## config.mk

```make
export PLATFORM = sky130hd
export DESIGN_NAME = branch_update_queue
export DESIGN_NICKNAME = d
export VERILOG_FILES = /design/src/rtl/branch_update_queue.sv
export SDC_FILE = /design/constraint.sdc
export NUM_CORES = 1
export LEC_CHECK = 0
export ABC_AREA = 1
export BUFFER_PORTS_ARGS = -buffer_cell sky130_fd_sc_hd__buf_2
export CAP_MARGIN = 10
export CORE_ASPECT_RATIO = 0.75
export CORE_MARGIN = 2
export CORE_UTILIZATION = 55
export CTS_CLUSTER_DIAMETER = 150
export DETAILED_ROUTE_END_ITERATION = 8
export PLACE_DENSITY = 0.74
export SLEW_MARGIN = 10
export SYNTH_ARGS = -nofsm -noshare
export SYNTH_HDL_FRONTEND = slang
export SYNTH_SLANG_ARGS = --single-unit
```

## constraint.sdc

```tcl
create_clock -name clk -period 4.7 [get_ports clk]
set_clock_uncertainty 0.15 [all_clocks]
set_input_delay 0.47 -clock clk [delete_from_list [all_inputs] [get_ports clk]]
set_output_delay 0.47 -clock clk [all_outputs]
set_load 0.05 [all_outputs]
```

## src/rtl/branch_update_queue.sv

```systemverilog
// rtl/branch_update_queue.sv - in-order retire queue feeding gshare predictor updates
// Entries allocate at tail, resolve by tag out of order, and drain from head one per cycle.
module branch_update_queue #(
    parameter int DEPTH = 8,
    parameter int TAG_W = $clog2(DEPTH)
) (
    input  logic             clk,
    input  logic             rst,
    input  logic             alloc_valid,
    input  logic [31:0]      alloc_pc,
    input  logic             alloc_pred,
    output logic             alloc_ready,
    output logic [TAG_W-1:0] alloc_tag,
    input  logic             resolve_valid,
    input  logic [TAG_W-1:0] resolve_tag,
    input  logic             resolve_taken,
    input  logic             flush,
    output logic             update_valid,
    output logic [31:0]      update_pc,
    output logic             actual_branch_taken,
    output logic             update_mispredict,
    output logic [TAG_W:0]   count
);
    localparam int PTR_W = TAG_W + 1;
    localparam logic [PTR_W-1:0] PTR_ONE = PTR_W'(1);

    logic [DEPTH-1:0] valid_q;
    logic [DEPTH-1:0] resolved_q;
    logic [DEPTH-1:0] pred_q;
    logic [DEPTH-1:0] taken_q;
    logic [31:0]      pc_q [DEPTH];

    logic [PTR_W-1:0] head_q, head_d;
    logic [PTR_W-1:0] tail_q, tail_d;

    logic             update_valid_q;
    logic [31:0]      update_pc_q;
    logic             update_taken_q;
    logic             update_mispredict_q;

    logic [TAG_W-1:0] head_idx;
    logic [TAG_W-1:0] tail_idx;
    logic             full;
    logic             do_alloc;
    logic             do_resolve;
    logic             do_drain;

    assign head_idx = head_q[TAG_W-1:0];
    assign tail_idx = tail_q[TAG_W-1:0];
    // Full: same index, opposite wrap bits.
    assign full     = (head_idx == tail_idx) && (head_q[TAG_W] != tail_q[TAG_W]);

    assign alloc_ready = !full;
    assign alloc_tag   = tail_idx;
    assign count       = tail_q - head_q;

    always_comb begin
        do_alloc   = alloc_valid && !full;
        do_resolve = resolve_valid && valid_q[resolve_tag] && !resolved_q[resolve_tag];
        do_drain   = valid_q[head_idx] && resolved_q[head_idx];
        head_d     = head_q;
        tail_d     = tail_q;
        if (do_drain) begin
            head_d = head_q + PTR_ONE;
        end
        if (do_alloc) begin
            tail_d = tail_q + PTR_ONE;
        end
    end

    always_ff @(posedge clk) begin
        if (rst) begin
            valid_q             <= '0;
            head_q              <= '0;
            tail_q              <= '0;
            update_valid_q      <= 1'b0;
            update_pc_q         <= '0;
            update_taken_q      <= 1'b0;
            update_mispredict_q <= 1'b0;
        end else if (flush) begin
            valid_q        <= '0;
            head_q         <= '0;
            tail_q         <= '0;
            update_valid_q <= 1'b0;
        end else begin
            head_q         <= head_d;
            tail_q         <= tail_d;
            update_valid_q <= do_drain;
            if (do_drain) begin
                update_pc_q         <= pc_q[head_idx];
                update_taken_q      <= taken_q[head_idx];
                update_mispredict_q <= pred_q[head_idx] ^ taken_q[head_idx];
                valid_q[head_idx]   <= 1'b0;
            end
            // Resolve only sees pre-edge valid bits, so a same-cycle alloc of that tag is missed.
            if (do_resolve) begin
                resolved_q[resolve_tag] <= 1'b1;
                taken_q[resolve_tag]    <= resolve_taken;
            end
            if (do_alloc) begin
                valid_q[tail_idx]    <= 1'b1;
                resolved_q[tail_idx] <= 1'b0;
                pred_q[tail_idx]     <= alloc_pred;
                pc_q[tail_idx]       <= alloc_pc;
            end
        end
    end

    assign update_valid        = update_valid_q;
    assign update_pc           = update_pc_q;
    assign actual_branch_taken = update_taken_q;
    assign update_mispredict   = update_mispredict_q;
endmodule

```

# ---- Word level (Yosys, flattened, before mapping)
# Memory sizes are Yosys's and may differ from the RTL's. A register that Yosys moved wholly into a read port is not among the register bits.
# Cells that the tools add are included.
dict set report word_totals {
  ff_bits 43
  ram_bits 256
  in_bits 42
  out_inout_bits 43
  word_cells 77
  n_memories 1
}
# memory depth width rd rd_clocked_by_memory_dff wr line
set memory_table {}
lappend memory_table {pc_q 8 32 1 1 1 31} ;# logic [31:0] pc_q [DEPTH];
dict set report op_classes {
  n_addsub 3
  order_cmp 6
  n_eq_ne 2
  n_mux 32
  bitwise_logic 9
  n_reduce_logical 15
}
# op n
set op_table {}
lappend op_table {{two-way mux 8 bit} 8}
lappend op_table {{binary-select mux 1 bit (select 3 bit)} 6}
lappend op_table {{AND 8 bit} 2}
lappend op_table {{bitwise mux 8 bit} 2}
lappend op_table {{NOT 8 bit} 2}
lappend op_table {{OR 8 bit} 2}
lappend op_table {{two-way mux 1 bit} 13}
lappend op_table {{less-than comparator 3 x 4 -> 1 bit (second input constant)} 3}
lappend op_table {{demux 1 bit (select 3 bit)} 3}
lappend op_table {{greater-or-equal comparator 3 x 1 -> 1 bit (second input constant)} 3}
lappend op_table {{adder 4 x 1 -> 4 bit (second input constant)} 2}
lappend op_table {{logical AND 1 bit} 8}
lappend op_table {{AND reduction 3 bit} 2}
lappend op_table {{AND reduction 2 bit} 2}
lappend op_table {{subtractor 4 bit} 1}
lappend op_table {{equality test 3 bit} 1}
lappend op_table {{logical NOT 1 bit} 2}
lappend op_table {{NOT 1 bit} 2}
lappend op_table {{OR reduction 2 bit} 1}
lappend op_table {{inequality test 1 bit} 1}
lappend op_table {{XOR 1 bit} 1}

# ---- Depth between registers and ports, before layout
dict set report depth {
  depth_word 11
  depth_mapped 13
  depth_no_buf 10
}

# ---- Worst setup path before layout
# No wires, ideal clock.
dict set report synth_timing {
  path_kind {flip-flop to flip-flop}
  from {register tail_q[0]}
  to {memory pc_q[1][0] (enable)}
  setup_time_ns 0.421
  t_arrival_ns 3.443
  required_time_ns 4.129
  path_slack_ns 0.686
  stages_incl_launch_ff 10
  path_buffers 2
  period_less_slack_ns 4.014
  path_cell_list {dfxtp_1 clkbuf_1 inv_1 ha_1 nand4_1 nand2_1 nor2_1 inv_1 buf_2 nor2_1}
}
dict set report synth_via {
  elab_chain_cells 8
}
# element line
set synth_lines {}
lappend synth_lines {{start, declared} 34} ;# logic [PTR_W-1:0] tail_q, tail_d;
lappend synth_lines {{start signal, assigned} 87} ;# tail_q <= tail_d;
lappend synth_lines {{equality test 3 bit} 51} ;# assign full = (head_idx == tail_idx) && (head_q[TAG_W] != tail_q[TAG_W]);
lappend synth_lines {{logical AND 1 bit} 51}
lappend synth_lines {{logical NOT 1 bit} -}
lappend synth_lines {{via alloc_ready} 12} ;# output logic alloc_ready,
lappend synth_lines {{logical AND 1 bit} 58} ;# do_alloc = alloc_valid && !full;
lappend synth_lines {{two-way mux 1 bit} 100} ;# if (do_alloc) begin
lappend synth_lines {{two-way mux 1 bit} 80} ;# end else if (flush) begin
lappend synth_lines {{two-way mux 1 bit} 72} ;# if (rst) begin
lappend synth_lines {{two-way mux 1 bit (implied by the code)} 104} ;# pc_q[tail_idx] <= alloc_pc;
lappend synth_lines {{end, declared} 31}
# The timed path passes the listed nets, and every way through them passes these cells.

# ---- Worst setup path in the final report
dict set report layout_timing {
  from {register head_q[0]}
  to {memory pc_q[5][31] (enable)}
}
dict set report layout_via {
  elab_chain_cells 8
}
# element line
set layout_lines {}
lappend layout_lines {{start, declared} 33} ;# logic [PTR_W-1:0] head_q, head_d;
lappend layout_lines {{start signal, assigned} 74} ;# head_q <= '0;
lappend layout_lines {{start signal, assigned} 82} ;# head_q <= '0;
lappend layout_lines {{start signal, assigned} 86} ;# head_q <= head_d;
lappend layout_lines {{equality test 3 bit} 51}
lappend layout_lines {{logical AND 1 bit} 51}
lappend layout_lines {{logical NOT 1 bit} 58}
lappend layout_lines {{logical AND 1 bit} 58}
lappend layout_lines {{two-way mux 1 bit} 100}
lappend layout_lines {{two-way mux 1 bit} 80}
lappend layout_lines {{two-way mux 1 bit} 72}
lappend layout_lines {{two-way mux 1 bit (implied by the code)} 104}
# Every way passes these cells.

==> metrics.md <==
| Metric | Value |
|---|---|
| Final TNS setup | 0 ps |
| CP endpoint kind | flop |
| Final net count | 1396 |
| Clock buffer depth | 3 |
| Initial antenna violation count | 1 |
| Worst setup margin | 1140 ps |
| Clock transition at path regs | 60 ps |
| Static Leak | between 5 and 6 nW |
| Top-area cell type share of the netlist area | 60.9% |
| Post_cts resized | 0 |
| Post-Syn Area | between 0.01 and 0.015 mm^2 |
| Vias in the first global route | 8631 |
| Worst-Skew Late Latency | 500 ps |
| Hold Path Stages | 1 |
| Port Buf Inserts | 84 |
| Power per Cell Area | roughly 400 mW/mm^2 |
| # clock sinks | approximately 330 |
| Register bit total from synthesis | about 330 |
| Hold Startpoint | alloc_pc[6] |
| Die area | about 0.026 mm^2 |
| Die Span Y | 141 um |
| Via density | 5.34 |
| Initial DRT Pass Iterations | 5 |
| Hold Path End | pc_q[0][6]$_DFFE_PP_ |
| Min Hold Slack | 89.3 ps |
| FF-to-FF Start | head_q[0]$_SDFFE_PN0N_ |
| Setup violations, final | 0 |
| Maxcap violations | 0 |
| Remaining antenna violation count | 0 |
| Total power | 6.05 mW |
| Placed Instances | 1650 |
| Library cells used by synthesis | 32 |
| Starting density of the core | a little under three fifths |
| CP required | 4740 ps |
| Outcome | completed |
| Core Area | roughly 0.025 mm^2 |
| Drt initial violations | 1041 |
| Area Growth Syn to Fin | 12.4% |
| Worst Path Class, Setup | reg2reg |
| Die Wd | 187 um |
| Total track usage | between 20% and 30% |
| Rel. slew slack | 23.6% |
| Crit share post-route | 75.8% |
| Main synth FF type | edfxtp_1 |
| End of the worst register-to-register path | pc_q[5][31]$_DFFE_PP_ |
| Finished Cell Area | 0.0155 mm^2 |
| Via Count | 9130 |
| Non-filler cells, final | 1711 |
| Post-DP Area | between 0.01 and 0.015 mm^2 |
| Num CTS Buffers | 34 |
| Largest net degree at the start of global routing | 112 |
| Final hold vios | 0 |
| DPL Wire Length | 16800 um |
| Layout cell share with drive strength beyond 1 | ~15% |
| Most common cell in the netlist | edfxtp_1 |
| CTS Root Cell | clkbuf_16 |
| Tmin final | roughly 3600 ps |
| Top cells by area, synth | edfxtp_1, dfxtp_1, nor2_1, o21ai_0, nand2_1 |
| Number of synthesized flops with an enable pin | 280 |
| Post-Route Utilization | about 63% |
| Total global routing overflow | 0 |
| Rows | 50 |
| Post-synth top area cell | edfxtp_1 |
| I/O pin cnt | 85 |
| Max H-tree Level | 2 |
| VDD IR-drop max | 323 uV |
| Actual slew at the worst max-slew pin | ~1100 ps |
| Setup bufs post-CTS | 0 |
| RSZ-0062 raised after global routing | no |
| Syn_nets | 1334 |
| DRC viols | 0 |
| Asr flop ratio synth | 0% |
| Hold buffers post-CTS | 0 |
| Global-route wire length before repair | 46000 um |
| Max Freq | 0.281 GHz |
| Post-Syn Area per Cell | 10.7 um^2 |
| Post-synthesis sequential area ratio | 68.3% |
| Crit start category | flop |
| Critical Path Fanout Max | 50 |
| Ys Warns | 0 |
| WL final | 28900 um |
| CTS tree | built |
| R2r setup slk | 1140 ps |
| Pre-CTS setup slack | 1210 ps |
| Max-slew violations | 0 |
| Crit path DAT | around 3600 ps |
| Worst reg2reg path depth | 7 |
| Wire length per cell | between 15 and 20 um |
| Commonest cells post-synth | edfxtp_1, nor2_1, nand2_1 |
| Gpl congestion | 0.878 |
| Gate Count Post-Synth | 1286 |
| Hold WC Path Type | in2reg |
## cell families (layout without fill, tap and decap cells)
family	after synthesis	in the layout	synth area share, %
compound gates	232	232	9.19
xor+xnor	6	6	0.381
fa+ha+maj	6	6	0.598
buf+inv	197	283	5.99
flops	331	331	68.3
other cells	0	1	0
simple gates	514	514	15.5
## layer usage
layer	vias up	part of all wire, %	GRT usage (%)
li1	4474	-	-
met1	4255	45	31.5
met2	342	44	34.7
met3	59	7.7	4.26
met4	0	2.6	7.27
met5	-	0	0
## layout by cell type, fill, tap and decap left out, types with 2 or more instances in the layout
master	netlist	layout
buf_2	30	84
nor3_1	8	8
clkinvlp_4	0	2
nor2_1	252	246
clkinv_4	0	2
nand4_1	4	4
inv_1	114	114
inv_6	0	2
xnor2_1	3	3
clkbuf_16	0	36
nor2_4	1	6
o211ai_1	39	39
dfxtp_1	51	50
buf_4	7	15
o21ai_1	33	33
or2_2	32	32
clkbuf_8	0	2
nor2_2	3	4
a21oi_1	14	14
inv_2	8	7
clkinv_1	2	4
nand2_1	154	154
edfxtp_1	280	280
nand3_1	57	57
xor2_1	3	3
clkinv_2	0	3
clkbuf_1	26	11
ha_1	5	5
o21ai_0	144	144
## flip-flops by register name, indices dropped and copies added, names as in the netlist
signal	flops
update_mispredict	1
tail_q	4
actual_branch_taken	1
pc_q	256
update_valid	1
valid_q	8
taken_q	8
pred_q	8
update_pc	32
head_q	4
resolved_q	8
## layout make-up
class | instances | area [um^2]
repair buffers | 99 | 533
clock buffers | 49 | 970
multi-input cells | 758 | 3580
well taps | 338 | 423
flip-flops and latches | 331 | 9430
fillers | 1944 | 9270
clock inverters | 11 | 97.6
diodes | 1 | 2.50
inverters | 124 | 467
## worst max path at each step
stage                     cells past startpoint  slack (ps)               endpoint              startpoint
after floorplan                               9         690   pc_q[1][0]$_DFFE_PP_  tail_q[0]$_SDFFE_PN0N_
after global placement                        7        1310  pc_q[5][23]$_DFFE_PP_  head_q[0]$_SDFFE_PN0N_
after detailed placement                      7        1210  pc_q[5][23]$_DFFE_PP_  head_q[0]$_SDFFE_PN0N_
after CTS                                     7        1190  pc_q[5][31]$_DFFE_PP_  head_q[0]$_SDFFE_PN0N_
after global routing                          7         880  pc_q[5][31]$_DFFE_PP_  head_q[0]$_SDFFE_PN0N_
final                                         7        1140  pc_q[5][31]$_DFFE_PP_  head_q[0]$_SDFFE_PN0N_
## worst max-delay path: stages (launching register included)
cell and delay (ps):
dfxtp_4 700, ha_1 350, nand4_1 110, nand2_1 240, nor2_1 310, inv_1 310, nor2_4 720, buf_4 340
## report_power, final
group	internal (mW)	switching [mW]
combinational	0.0666	0.203
clock	1.50	1.06
sequential	3.21	0.0146
No activity file was read; power rests on OpenSTA's default activity.
